<file path="src/rtl/muldiv_sequencer.sv">
// muldiv_sequencer: iterative RV32M multiply/divide unit for the execute stage.
// Runs a shift-add multiply or a restoring divide over WIDTH cycles on
// magnitudes, then applies sign correction and special-case overrides.
//
// Ports:
//   clk     - system clock, rising edge
//   reset   - asynchronous, active-high reset
//   start   - request a new operation (accepted when not busy)
//   kill    - pipeline flush; aborts any operation, no done pulse
//   Funct3  - 000 MUL, 001 MULH, 010 MULHSU, 011 MULHU,
//             100 DIV, 101 DIVU, 110 REM, 111 REMU
//   op_a    - rs1 operand (multiplicand / dividend)
//   op_b    - rs2 operand (multiplier / divisor)
//   busy    - operation in flight (PREP, CALC, FIX)
//   stall   - pipeline hold request, raised combinationally on start
//   done    - one-cycle pulse, result valid
//   result  - final result, held until the next completed operation
module muldiv_sequencer #(
  parameter int unsigned WIDTH = 32
) (
  input  logic             clk,
  input  logic             reset,
  input  logic             start,
  input  logic             kill,
  input  logic [2:0]       Funct3,
  input  logic [WIDTH-1:0] op_a,
  input  logic [WIDTH-1:0] op_b,
  output logic             busy,
  output logic             stall,
  output logic             done,
  output logic [WIDTH-1:0] result
);

  localparam int unsigned CW = (WIDTH > 1) ? $clog2(WIDTH) : 1;

  typedef enum logic [2:0] {
    IDLE = 3'd0,
    PREP = 3'd1,
    CALC = 3'd2,
    FIX  = 3'd3,
    DONE = 3'd4
  } state_t;

  state_t           state;
  logic [2:0]       f3_q;
  logic [WIDTH-1:0] a_q;
  logic [WIDTH-1:0] b_q;
  // hi:lo is the product register for multiply, remainder:quotient for divide
  logic [WIDTH-1:0] hi;
  logic [WIDTH-1:0] lo;
  logic [WIDTH-1:0] opnd;
  logic [CW-1:0]    counter;
  logic             neg_res;
  logic             neg_rem;
  logic             div_zero;
  logic             div_ovf;

  logic accept;

  assign busy   = (state == PREP) || (state == CALC) || (state == FIX);
  assign done   = (state == DONE);
  assign stall  = busy | (start & ~busy);
  assign accept = start & ~busy & ~kill;

  // Operand conditioning from the latched opcode
  logic             is_div;
  logic             a_signed;
  logic             b_signed;
  logic             a_neg;
  logic             b_neg;
  logic [WIDTH-1:0] a_mag;
  logic [WIDTH-1:0] b_mag;

  always_comb begin
    is_div   = f3_q[2];
    // MULHU and the unsigned divides treat op_a as unsigned
    a_signed = is_div ? ~f3_q[0] : (f3_q[1:0] != 2'b11);
    // MULHSU and MULHU treat op_b as unsigned
    b_signed = is_div ? ~f3_q[0] : ~f3_q[1];
    a_neg    = a_signed & a_q[WIDTH-1];
    b_neg    = b_signed & b_q[WIDTH-1];
    a_mag    = a_neg ? (~a_q + 1'b1) : a_q;
    b_mag    = b_neg ? (~b_q + 1'b1) : b_q;
  end

  // One iteration step for each algorithm
  logic [WIDTH:0]   mul_sum;
  logic [WIDTH:0]   rem_sh;
  logic [WIDTH-1:0] rem_diff;
  logic             rem_ge;

  always_comb begin
    mul_sum  = {1'b0, hi} + (lo[0] ? {1'b0, opnd} : '0);
    rem_sh   = {hi, lo[WIDTH-1]};
    // when rem_ge holds the true difference is below opnd, so WIDTH bits suffice
    rem_diff = rem_sh[WIDTH-1:0] - opnd;
    rem_ge   = (rem_sh >= {1'b0, opnd});
  end

  // Sign correction and result selection
  logic [2*WIDTH-1:0] prod;
  logic [2*WIDTH-1:0] prod_fix;
  logic [WIDTH-1:0]   quot_fix;
  logic [WIDTH-1:0]   rem_fix;
  logic [WIDTH-1:0]   fix_val;

  always_comb begin
    prod     = {hi, lo};
    prod_fix = neg_res ? (~prod + 1'b1) : prod;
    quot_fix = neg_res ? (~lo + 1'b1) : lo;
    rem_fix  = neg_rem ? (~hi + 1'b1) : hi;
    if (div_zero) begin
      quot_fix = '1;
      rem_fix  = a_q;
    end else if (div_ovf) begin
      quot_fix = a_q;
      rem_fix  = '0;
    end
    case (f3_q)
      3'b000:                 fix_val = prod_fix[WIDTH-1:0];
      3'b001, 3'b010, 3'b011: fix_val = prod_fix[2*WIDTH-1:WIDTH];
      3'b100, 3'b101:         fix_val = quot_fix;
      default:                fix_val = rem_fix;
    endcase
  end

  always_ff @(posedge clk or posedge reset) begin
    if (reset) begin
      state    <= IDLE;
      f3_q     <= '0;
      a_q      <= '0;
      b_q      <= '0;
      hi       <= '0;
      lo       <= '0;
      opnd     <= '0;
      counter  <= '0;
      neg_res  <= 1'b0;
      neg_rem  <= 1'b0;
      div_zero <= 1'b0;
      div_ovf  <= 1'b0;
      result   <= '0;
    end else if (kill) begin
      state <= IDLE;
    end else begin
      // accept only fires in IDLE or DONE, so latching here covers both
      if (accept) begin
        f3_q <= Funct3;
        a_q  <= op_a;
        b_q  <= op_b;
      end
      case (state)
        IDLE: begin
          if (start) state <= PREP;
        end
        PREP: begin
          hi       <= '0;
          counter  <= '0;
          lo       <= is_div ? a_mag : b_mag;
          opnd     <= is_div ? b_mag : a_mag;
          neg_res  <= a_neg ^ b_neg;
          neg_rem  <= a_neg;
          div_zero <= is_div & (b_q == '0);
          div_ovf  <= is_div & ~f3_q[0] & (b_q == '1)
                      & (a_q == {1'b1, {(WIDTH-1){1'b0}}});
          state    <= CALC;
        end
        CALC: begin
          if (is_div) begin
            hi <= rem_ge ? rem_diff : rem_sh[WIDTH-1:0];
            lo <= {lo[WIDTH-2:0], rem_ge};
          end else begin
            hi <= mul_sum[WIDTH:1];
            lo <= {mul_sum[0], lo[WIDTH-1:1]};
          end
          counter <= counter + 1'b1;
          if (counter == CW'(WIDTH - 1)) state <= FIX;
        end
        FIX: begin
          result <= fix_val;
          state  <= DONE;
        end
        DONE: begin
          state <= start ? PREP : IDLE;
        end
        default: state <= IDLE;
      endcase
    end
  end

endmodule

</file>
<file path="config.mk">
export PLATFORM = sky130hd
export DESIGN_NAME = muldiv_sequencer
export DESIGN_NICKNAME = d
export VERILOG_FILES = /design/src/rtl/muldiv_sequencer.sv
export SDC_FILE = /design/constraint.sdc
export NUM_CORES = 1
export LEC_CHECK = 0
export ABC_AREA = 1
export BUFFER_PORTS_ARGS = -buffer_cell sky130_fd_sc_hd__buf_2
export CAP_MARGIN = 40
export CELL_PAD_IN_SITES_DETAIL_PLACEMENT = 1
export CELL_PAD_IN_SITES_GLOBAL_PLACEMENT = 2
export CORE_MARGIN = 4
export CORE_UTILIZATION = 36
export CTS_CLUSTER_DIAMETER = 80
export DETAILED_ROUTE_END_ITERATION = 12
export PLACE_DENSITY = 0.83
export SETUP_SLACK_MARGIN = 0.15
export SLEW_MARGIN = 20
export SYNTH_ARGS = -nofsm -noshare
export SYNTH_HDL_FRONTEND = slang
export SYNTH_SLANG_ARGS = --single-unit
</file>
<file path="constraint.sdc">
create_clock -name clk -period 12.11 [get_ports clk]
set_input_delay 1.211 -clock clk [delete_from_list [all_inputs] [get_ports clk]]
set_output_delay 1.211 -clock clk [all_outputs]
set_load 0.05 [all_outputs]
</file>
==> results of run 1 <==
## sequential cells by signal, summed over array words and instances, names as in the netlist
name / flops
a_q: 32
b_q: 32
counter: 5
div_ovf: 1
div_zero: 1
f3_q: 3
hi: 32
lo: 32
neg_rem: 1
neg_res: 1
opnd: 32
result: 32
state: 3
## worst min path at each step
stage	start	endpoint	cells after the start
after CTS	result[28]	result[28]	2
after global placement	result[30]	result[30]	2
after floorplan	lo[21]	lo[21]	2
final	result[28]	result[28]	2
after detailed placement	result[21]	result[21]	2
after global routing	result[28]	result[28]	2
## cell type report
type | instances | area (um2) | area share
Clock buffer | 37 | 795 | 0.0344
Multi-Input combinational cell | 2746 | 13200 | 0.573
Clock inverter | 15 | 216 | 0.00937
Timing Repair Buffer | 134 | 901 | 0.0390
Inverter | 484 | 1830 | 0.0790
Tap cell | 756 | 946 | 0.0410
Sequential cell | 207 | 5180 | 0.225
## power breakdown
group	leakage [nW]	internal [mW]	switching (mW)
Sequential	2.47	0.957	0.498
Clock	0.503	0.550	0.358
Combinational	9.22	1.27	3.55
Total	12.2	2.78	4.41
## metal layers
metal	routed length, um	share of wire	GRT usage
met1	48400	0.43	0.484
met2	49400	0.44	0.560
met5	0	0	0
met4	6590	0.058	0.167
met3	8380	0.074	0.0607
## Yosys cell counts (all sizes together) (14+ instances only)
| master | instances |
|---|---|
| xnor2 | 15 |
| dfrtp | 207 |
| nand4 | 50 |
| buf | 54 |
| ha | 71 |
| o211ai | 45 |
| nor3 | 35 |
| clkbuf | 69 |
| a21oi | 230 |
| nand3 | 410 |
| nor2 | 406 |
| nand2 | 1133 |
| nand3b | 14 |
| o21bai | 14 |
| inv | 480 |
| xor2 | 55 |
| o21ai | 192 |
## worst max-delay path, stage by stage (launching register included)
cell	delay, ps
dfrtp_1	500
inv_1	200
ha_1	530
nand2_1	160
nor2_1	300
nand2_1	240
nor4_2	250
nand2_2	260
nand2_4	260
nand2_1	190
a21oi_1	390
o21ai_0	150
## cell families after synthesis
group	count (synthesis)	synth area share
AOI/OAI and AO/OA	524	0.139
xor gates and xnor gates	70	0.0296
adders and majority gates	73	0.0448
buffers and inverters	607	0.114
DFF	207	0.250
muxes	4	0.00217
and+or+nand+nor	2075	0.421
## metrics by stage
step / utilization / hold WS, ps / power, mW / instances / instance area, um2
after floorplan: - / 471 / 4.21 / 3560 / 20700
after global placement: 0.385 / 459 / 6.02 / 4316 / 21800
after detailed placement: 0.388 / 464 / 6.12 / 4323 / 22000
after CTS: 0.406 / 482 / 7.06 / 4375 / 23000
after global routing: 0.407 / 499 / 7.61 / 4379 / 23100
final: 0.407 / 473 / 7.18 / 4379 / 23100
## layout by cell type (no fill, tap or decap), types with 50 or more instances in the layout
cell type | netlist | layout
nand2_1 | 1126 | 1126
xor2_1 | 55 | 55
inv_1 | 464 | 463
nand4_1 | 50 | 50
ha_1 | 71 | 71
nand3_1 | 408 | 407
nor2_1 | 390 | 389
buf_2 | 32 | 105
o21ai_0 | 172 | 171
dfrtp_1 | 207 | 205
a21oi_1 | 228 | 228
==> impl_metrics.env, run 1 <==
export IMPL_cp_max_fo=12
export IMPL_via_per_inst=5.69
export IMPL_slew_headroom=0.416
export IMPL_worstPathArrival_ps=4070
export IMPL_timing_rr_end="hi[24]"
export IMPL_synth_seq_cells=207
export IMPL_critPathLaunchType="flip-flop"
export IMPL_routed_via_count=24922
export IMPL_synth_net_count=3704
export IMPL_ys_flop_type="dfrtp_1"
export IMPL_cts_hold_buffers=0
export IMPL_p_leak_nw=12.2
export IMPL_rrSetupSlack_ps=8480
export IMPL_cts_tree="yes"
export IMPL_synth_cell_area_mm2=0.0207
export IMPL_antenna_found_initial=3
export IMPL_fin_ws_ps=8480
export IMPL_post_route_min_period_ps=3630
export IMPL_grt_max_degree=100
export IMPL_routed_wirelength_um=113000
export IMPL_synthDominantCellAreaShare=0.250
export IMPL_drt_first_iter_violations=2509
export IMPL_pre_cts_ws_ps=8270
export IMPL_grt_setup_unrepaired="no"
export IMPL_num_rows=87
export IMPL_clk_path_buf_depth=3
export IMPL_avgSynthCellArea_um2=5.83
export IMPL_finalSetupTns_ps=0
export IMPL_start_util=0.366
export IMPL_synthArstFlopShare=1.00
export IMPL_path_clk_slew_ps=60
export IMPL_nFillCells=7777
export IMPL_setup_worst_path_end="hi[24]"
export IMPL_die_h_um=248
export IMPL_finalSetupViolCount=0
export IMPL_cts_sinks=207
export IMPL_grt_pass1_vias=24647
export IMPL_tightest_slew_ps=870
export IMPL_postSynthCellCount=3560
export IMPL_synthTopCellsByArea="dfrtp_1 (25%), nand2_1 (20%), nand3_1 (9.8%)"
export IMPL_fin_nets=3745
export IMPL_ir_drop_uv=133
export IMPL_cts_resized=0
export IMPL_cap_violations=0
export IMPL_cts_setup_buffers=0
export IMPL_boundaryPins=106
export IMPL_area_growth_pct=11.3
export IMPL_drtAntennaViolNets=0
export IMPL_timing_final_max_slew_violations=0
export IMPL_clock_latency_ps=620
export IMPL_cp_data_required_time_ps=12550
export IMPL_critPathCaptureType="flip-flop"
export IMPL_hold_viol_final=0
export IMPL_grt_total_usage=0.358
export IMPL_cts_buffers=28
export IMPL_yosysSeqAreaShare=0.250
export IMPL_fmax_ghz=0.275
export IMPL_ctsRootBufferMaster="clkbuf_16"
export IMPL_finalCritPeriodShare=0.300
export IMPL_hold_path_class="reg -> reg"
export IMPL_avgRoutedWirePerCell_um=25.7
export IMPL_cts_max_level=1
export IMPL_reg2reg_from="opnd[24]"
export IMPL_outcome="finished clean"
export IMPL_synth_top_area_cell="dfrtp_1"
export IMPL_firstDrtPassIters=5
export IMPL_antenna_cells=0
export IMPL_ys_warn_count=0
export IMPL_grt_remaining_overflow=0
export IMPL_ff2ff_path_depth=11
export IMPL_drive_gt1_frac=0.0693
export IMPL_dieArea_mm2=0.0615
export IMPL_critPathKind="reg -> reg"
export IMPL_grt_pass1_wl_um=164000
export IMPL_route_detailed_drc=0
export IMPL_crit_start="opnd[24]"
export IMPL_place_hpwl_um=92700
export IMPL_power_density_mw_per_mm2=311
export IMPL_die_w_um=248
export IMPL_synth_edf_count=0
export IMPL_gp_congestion=1.06
export IMPL_synth_cell_types=52
export IMPL_design_core_area_mm2=0.0567
export IMPL_port_buffers=105
export IMPL_skew_ps=49.5
Note: power is estimated with default switching activity, not from simulation.
==> run 2, diff against run 1 <==
--- a/config.mk
+++ b/config.mk
@@ -11,10 +11,10 @@
 export CELL_PAD_IN_SITES_DETAIL_PLACEMENT = 1
 export CELL_PAD_IN_SITES_GLOBAL_PLACEMENT = 2
 export CORE_MARGIN = 4
-export CORE_UTILIZATION = 36
+export CORE_UTILIZATION = 34
 export CTS_CLUSTER_DIAMETER = 80
 export DETAILED_ROUTE_END_ITERATION = 12
-export PLACE_DENSITY = 0.83
+export PLACE_DENSITY = 0.79
 export SETUP_SLACK_MARGIN = 0.15
 export SLEW_MARGIN = 20
 export SYNTH_ARGS = -nofsm -noshare
==> constraint.sdc (replaced) <==
create_clock -name clk -period 3.6 [get_ports clk]
set_input_delay 0.36 -clock clk [delete_from_list [all_inputs] [get_ports clk]]
set_output_delay 0.36 -clock clk [all_outputs]
set_load 0.05 [all_outputs]
==> run 2 against run 1 <==
Against the previous run: sequential share of layout area down 0.35 points; clock power rose to 3.8 times the previous value; total power rose to 3.4 times the previous value; hold slack worse by 440 ps; count of clock-buffer cells in the layout up 8; fmax up 16%; non-clock buffer count up 40; sequential power rose to 3.1 times the previous value; critical endpoint is now hi[3]; largest cell class unchanged; highest routed layer is now met5.
==> impl_metrics.env, run 2 (same netlist as run 1, synthesis figures left out) <==
export IMPL_timing_rr_end="hi[3]"
export IMPL_avgRoutedWirePerCell_um=25.4
export IMPL_timing_final_max_slew_violations=0
export IMPL_ctsRootBufferMaster="clkbuf_16"
export IMPL_cts_tree="yes"
export IMPL_cts_resized=0
export IMPL_skew_ps=13.6
export IMPL_cp_max_fo=22
export IMPL_tightest_slew_ps=873
export IMPL_grt_pass1_vias=25234
export IMPL_boundaryPins=106
export IMPL_p_sw_frac=0.598
export IMPL_pre_cts_ws_ps=501
export IMPL_area_growth_pct=13.1
export IMPL_hold_path_class="in -> reg"
export IMPL_stdcell_area_mm2=0.0235
export IMPL_antenna_found_initial=3
export IMPL_place_hpwl_um=93700
export IMPL_critPathCaptureType="flip-flop"
export IMPL_finalSetupTns_ps=0
export IMPL_critPathLaunchType="flip-flop"
export IMPL_grt_setup_unrepaired="no"
export IMPL_fin_nets=3791
export IMPL_start_util=0.344
export IMPL_outcome="finished clean"
export IMPL_clk_path_buf_depth=3
export IMPL_ir_drop_uv=618
export IMPL_cp_top_family="simple AND/OR/NAND/NOR gates"
export IMPL_p_leak_nw=12.4
export IMPL_firstDrtPassIters=5
export IMPL_pwr_share_seq=0.184
export IMPL_reg2reg_from="hi[6]"
export IMPL_combPwrFrac=0.676
export IMPL_ff2ff_path_depth=13
export IMPL_drtAntennaViolNets=0
export IMPL_antenna_cells=0
export IMPL_route_detailed_drc=0
export IMPL_routed_via_count=24949
export IMPL_min_path_cells=2
export IMPL_via_per_inst=5.60
export IMPL_grt_remaining_overflow=0
export IMPL_rrSetupSlack_ps=470
export IMPL_worstHoldEndpoint="b_q[31]"
export IMPL_drive_gt1_frac=0.0811
export IMPL_gp_congestion=1.04
export IMPL_cts_buffers=34
export IMPL_cts_sinks=207
export IMPL_mostFrequentLayoutCell="nand2_1"
export IMPL_design_core_area_mm2=0.0604
export IMPL_cp_data_required_time_ps=4030
export IMPL_cp_slowest_cell="dfrtp_1"
export IMPL_hold_start="op_b[31]"
export IMPL_cts_max_level=2
export IMPL_slew_headroom=0.418
export IMPL_path_buf_inv=1
export IMPL_placed_cells=4392
export IMPL_critPathKind="reg -> reg"
export IMPL_path_clk_slew_ps=60
export IMPL_finalCritPeriodShare=0.869
export IMPL_die_h_um=255
export IMPL_cap_violations=0
export IMPL_p_int_mw=9.76
export IMPL_worstPathArrival_ps=3550
export IMPL_finalSetupViolCount=0
export IMPL_routed_wirelength_um=113000
export IMPL_most_common_layout_cells="nand2_1 (1126), inv_1 (463), nand3_1 (407)"
export IMPL_p_sw_mw=14.5
export IMPL_dieArea_mm2=0.0650
export IMPL_drt_first_iter_violations=2175
export IMPL_power_density_mw_per_mm2=1030
export IMPL_fin_ws_ps=472
export IMPL_dpl_cell_area_mm2=0.0223
export IMPL_power_clock_fraction=0.140
export IMPL_fmax_ghz=0.320
export IMPL_post_route_min_period_ps=3130
export IMPL_max_stage_delay_ps=530
export IMPL_grt_max_degree=85
export IMPL_fin_cells=4455
export IMPL_cts_setup_buffers=0
export IMPL_grt_pass1_wl_um=165000
export IMPL_num_rows=90
export IMPL_grt_total_usage=0.342
export IMPL_port_buffers=105
export IMPL_cpMostUsedCell="nand2_1"
export IMPL_die_w_um=255
export IMPL_path_cells="ha_1 > nand2_1 > inv_1 > a21oi_2 > nand2_1 > nand2_1 > nand3_1 > nand2_2 > nand2_4 > nor2_4 > nand2_1 > nand3_1 > o21ai_1"
export IMPL_hold_viol_final=0
export IMPL_clock_latency_ps=560
[run 2: cell count changes in the layout (fill, tap and decap cells not counted), sizes merged]
cell,before,now
clkinvlp,0,3
clkbuf,37,45
dlygate4sd3,0,1
inv,481,484
buf,134,173
clkinv,14,12
bufinv,4,2
[run 2: cell type report]
type	instances	area (um2)
Fill cell	8194	36900
Multi-Input combinational cell	2746	13200
Sequential cell	207	5180
Inverter	484	1820
Timing Repair Buffer	174	1110
Tap cell	782	978
Clock buffer	45	963
Clock inverter	17	184
[run 2: layer usage]
layer | routed length [um] | track usage
met5 | 13 | 0
met4 | 6840 | 0.171
met3 | 7770 | 0.0508
met2 | 51100 | 0.559
met1 | 47200 | 0.444
[run 2: repair_timing]
item,in CTS,in global routing
endpoints found under the hold margin,22,0
hold buffers,1,0
endpoints found under the setup margin,0,0
[run 2: power by group through the flow]
stage / registers [mW] / clock network (mW) / logic, mW
after global routing: 4.56 / 3.56 / 17.8
after CTS: 4.43 / 3.46 / 16.1
final: 4.47 / 3.41 / 16.4
after global placement: 4.42 / 0 / 15.8
after floorplan: 4.56 / 0 / 9.59
after detailed placement: 4.46 / 0 / 16.0
[run 2: how the worst max path moves through the flow]
stage / from / to / cells after the start
after floorplan: reset / a_q[0] / 1
after global placement: hi[12] / hi[12] / 13
after detailed placement: hi[12] / hi[3] / 13
after CTS: hi[12] / hi[3] / 13
after global routing: lo[0] / hi[27] / 19
final: hi[6] / hi[3] / 13
[run 2: worst reg2reg max path, cell delays in order, from the launching register on]
cell and delay, ps:
dfrtp_1 530, ha_1 430, nand2_1 150, inv_1 70, a21oi_2 170, nand2_1 70, nand2_1 70, nand3_1 170
nand2_2 320, nand2_4 200, nor2_4 480, nand2_1 140, nand3_1 130, o21ai_1 70
[run 2: metrics by stage]
stage | hold WS [ps] | util | power [mW]
after detailed placement | 460 | 0.370 | 20.5
final | 33.5 | 0.389 | 24.3
after global routing | 25.8 | 0.389 | 25.9
after CTS | 8.11 | 0.389 | 24.0
after global placement | 459 | 0.369 | 20.3
after floorplan | 432 | - | 14.1
==> run 3, diff against run 2 <==
--- a/config.mk
+++ b/config.mk
@@ -5,16 +5,15 @@
 export SDC_FILE = /design/constraint.sdc
 export NUM_CORES = 1
 export LEC_CHECK = 0
-export ABC_AREA = 1
 export BUFFER_PORTS_ARGS = -buffer_cell sky130_fd_sc_hd__buf_2
 export CAP_MARGIN = 40
 export CELL_PAD_IN_SITES_DETAIL_PLACEMENT = 1
 export CELL_PAD_IN_SITES_GLOBAL_PLACEMENT = 2
 export CORE_MARGIN = 4
-export CORE_UTILIZATION = 34
+export CORE_UTILIZATION = 38
 export CTS_CLUSTER_DIAMETER = 80
 export DETAILED_ROUTE_END_ITERATION = 12
-export PLACE_DENSITY = 0.79
+export PLACE_DENSITY = 0.78
 export SETUP_SLACK_MARGIN = 0.15
 export SLEW_MARGIN = 20
 export SYNTH_ARGS = -nofsm -noshare
==> run 3 against run 2 <==
Against the previous run: the run now ends with negative hold slack left; global-route usage decreased by 5.1 points; register-to-register slack got worse by 280 ps; design area decreased by 15%; via count decreased by 31%; sequential power decreased by 2%; non-clock buffer count increased by 86; clock power decreased by 23%; worst setup slack got worse by 280 ps; critical path depth decreased by 3; largest cell class unchanged; sequential share of layout area increased by 3.9 points.
==> impl_metrics.env, run 3 <==
export IMPL_power_density_mw_per_mm2=1020
export IMPL_avgSynthCellArea_um2=8.11
export IMPL_nFillCells=5379
export IMPL_die_h_um=219
export IMPL_ctsRootBufferMaster="clkbuf_16"
export IMPL_drtAntennaViolNets=0
export IMPL_ys_flop_type="dfrtp_1"
export IMPL_routed_via_count=17124
export IMPL_synthArstFlopShare=1.00
export IMPL_area_growth_pct=17.8
export IMPL_cts_max_level=1
export IMPL_finalSetupViolCount=0
export IMPL_grt_setup_unrepaired="yes"
export IMPL_gp_congestion=0.938
export IMPL_start_util=0.384
export IMPL_multi_input_area_mm2=0.0112
export IMPL_place_hpwl_um=55700
export IMPL_cap_violations=0
export IMPL_cp_data_required_time_ps=4030
export IMPL_outcome="finished, violations left"
export IMPL_most_common_layout_cells="dfrtp_1 (205), nand2_1 (202), nor2_1 (200), a21oi_1 (200), o21ai_0 (152)"
export IMPL_via_per_inst=6.02
export IMPL_avgRoutedWirePerCell_um=25.2
export IMPL_grt_remaining_overflow=0
export IMPL_grt_max_degree=121
export IMPL_p_leak_nw=8.64
export IMPL_tightest_slew_ps=904
export IMPL_mostFrequentLayoutCell="dfrtp_1"
export IMPL_antenna_cells=0
export IMPL_critPathLaunchType="flip-flop"
export IMPL_critPathCaptureType="flip-flop"
export IMPL_yosysSeqAreaShare=0.306
export IMPL_postSynthCellCount=2090
export IMPL_grt_pass1_vias=17357
export IMPL_seq_area_mm2=0.00518
export IMPL_routed_wirelength_um=71500
export IMPL_skew_ps=17.9
export IMPL_synthDominantCellAreaShare=0.306
export IMPL_design_core_area_mm2=0.0441
export IMPL_drive_gt1_frac=0.190
export IMPL_synth_seq_cells=207
export IMPL_synth_top_area_cell="dfrtp_1"
export IMPL_fin_nets=2378
export IMPL_whs_ps=-71.0
export IMPL_drt_first_iter_violations=1479
export IMPL_synth_cell_types=74
export IMPL_worstPathArrival_ps=3840
export IMPL_synth_edf_count=0
export IMPL_ir_drop_uv=477
export IMPL_violations="negative hold slack"
export IMPL_port_buffers=105
export IMPL_ys_warn_count=0
export IMPL_route_detailed_drc=0
export IMPL_hold_path_class="in -> async"
export IMPL_firstDrtPassIters=5
export IMPL_synth_common_cells="dfrtp_1 (207), a21oi_1 (205), nor2_1 (204), nand2_1 (202), o21ai_0 (164)"
export IMPL_post_route_min_period_ps=3410
export IMPL_boundaryPins=106
export IMPL_ff2ff_path_depth=10
export IMPL_clk_path_buf_depth=3
export IMPL_grt_pass1_wl_um=108000
export IMPL_cts_sinks=207
export IMPL_finalCritPeriodShare=0.948
export IMPL_num_rows=77
export IMPL_clock_latency_ps=570
export IMPL_finalSetupTns_ps=0
export IMPL_cp_max_fo=4
export IMPL_critPathKind="reg -> reg"
export IMPL_synth_cell_area_mm2=0.0169
export IMPL_hold_viol_final=14
export IMPL_cts_tree="yes"
export IMPL_die_w_um=219
export IMPL_synth_net_count=2234
export IMPL_dieArea_mm2=0.0480
export IMPL_synth_most_common_cell="dfrtp_1"
export IMPL_timing_final_max_slew_violations=0
export IMPL_fmax_ghz=0.293
export IMPL_antenna_found_initial=1
export IMPL_synthTopCellsByArea="dfrtp_1 (31%), xnor2_1 (6.6%), a21oi_1 (6.1%)"
export IMPL_slew_headroom=0.392
export IMPL_path_clk_slew_ps=60
export IMPL_cts_buffers=27
export IMPL_grt_total_usage=0.292
run 3: layout make-up:
class	instances	area share
multi-input cells	1672	0.559
well taps	592	0.0371
inverters	66	0.0127
flip-flops and latches	207	0.260
clock inverters	9	0.00407
clock buffers	37	0.0382
repair buffers	260	0.0892
run 3: critical path, stage by stage (launching register included):
cell      delay (ps)
dfrtp_1          390
or4_4            560
or3_4            390
nand2b_4         170
or2_4            260
or3_4            350
or3_4            440
o31ai_4          230
xnor2_1          120
a221oi_2         270
o31ai_1           90
run 3: what timing repair did:
item / 4_1_cts / 5_1_grt
setup buffers: 0 / 2
endpoints found under the setup margin: 21 / 38
pin swaps: 2 / 28
resized for setup: 10 / 35
cloned: 0 / 0
hold buffers: 1 / 0
hold endpoints to repair: 1 / 0
run 3: cells by family after synthesis:
family	after synthesis	share of synthesized area
flip-flops	207	0.306
AND/OR/NAND/NOR	618	0.169
XOR/XNOR	202	0.104
buffers and inverters	211	0.0467
multiplexers	95	0.0626
AO/OA/AOI/OAI	684	0.257
adder cells (fa/ha/maj)	73	0.0548
run 3: per-stage QoR:
step	total power [mW]	utilization	std cells	setup slack, ps	instance area, um2
finish	20.4	0.453	2843	188	20000
global route	21.8	0.453	2843	57.4	20000
CTS	20.2	0.449	2840	145	19800
detailed placement	17.4	0.429	2793	4.23	18900
global placement	17.1	0.428	2792	102	18900
floorplan	12.6	-	2090	233	16900
run 3: worst paths after layout:
check                      slack, ps    endpoint        from
max in group asynchronous       2910    opnd[31]       reset
max reg2reg                      190   result[9]       lo[4]
max                              190   result[9]       lo[4]
min reg2reg                      470  result[28]  result[28]
min in group clk                  20     a_q[20]    op_a[20]
min                              -70     opnd[8]       reset
run 3: power breakdown:
part / leakage [nW] / internal [mW] / switching [mW] / total (mW)
combinational: 5.65 / 5.12 / 8.22 / 13.3
sequential: 2.57 / 3.18 / 1.21 / 4.39
clock: 0.421 / 1.54 / 1.10 / 2.64
total: 8.64 / 9.84 / 10.5 / 20.4
run 3: metal layers:
metal	vias to the layer above	share of wire	global-route usage
li1	7890	-	-
met1	8627	0.45	0.406
met2	507	0.46	0.477
met3	100	0.064	0.0443
met4	0	0.029	0.0733
met5	-	0	0
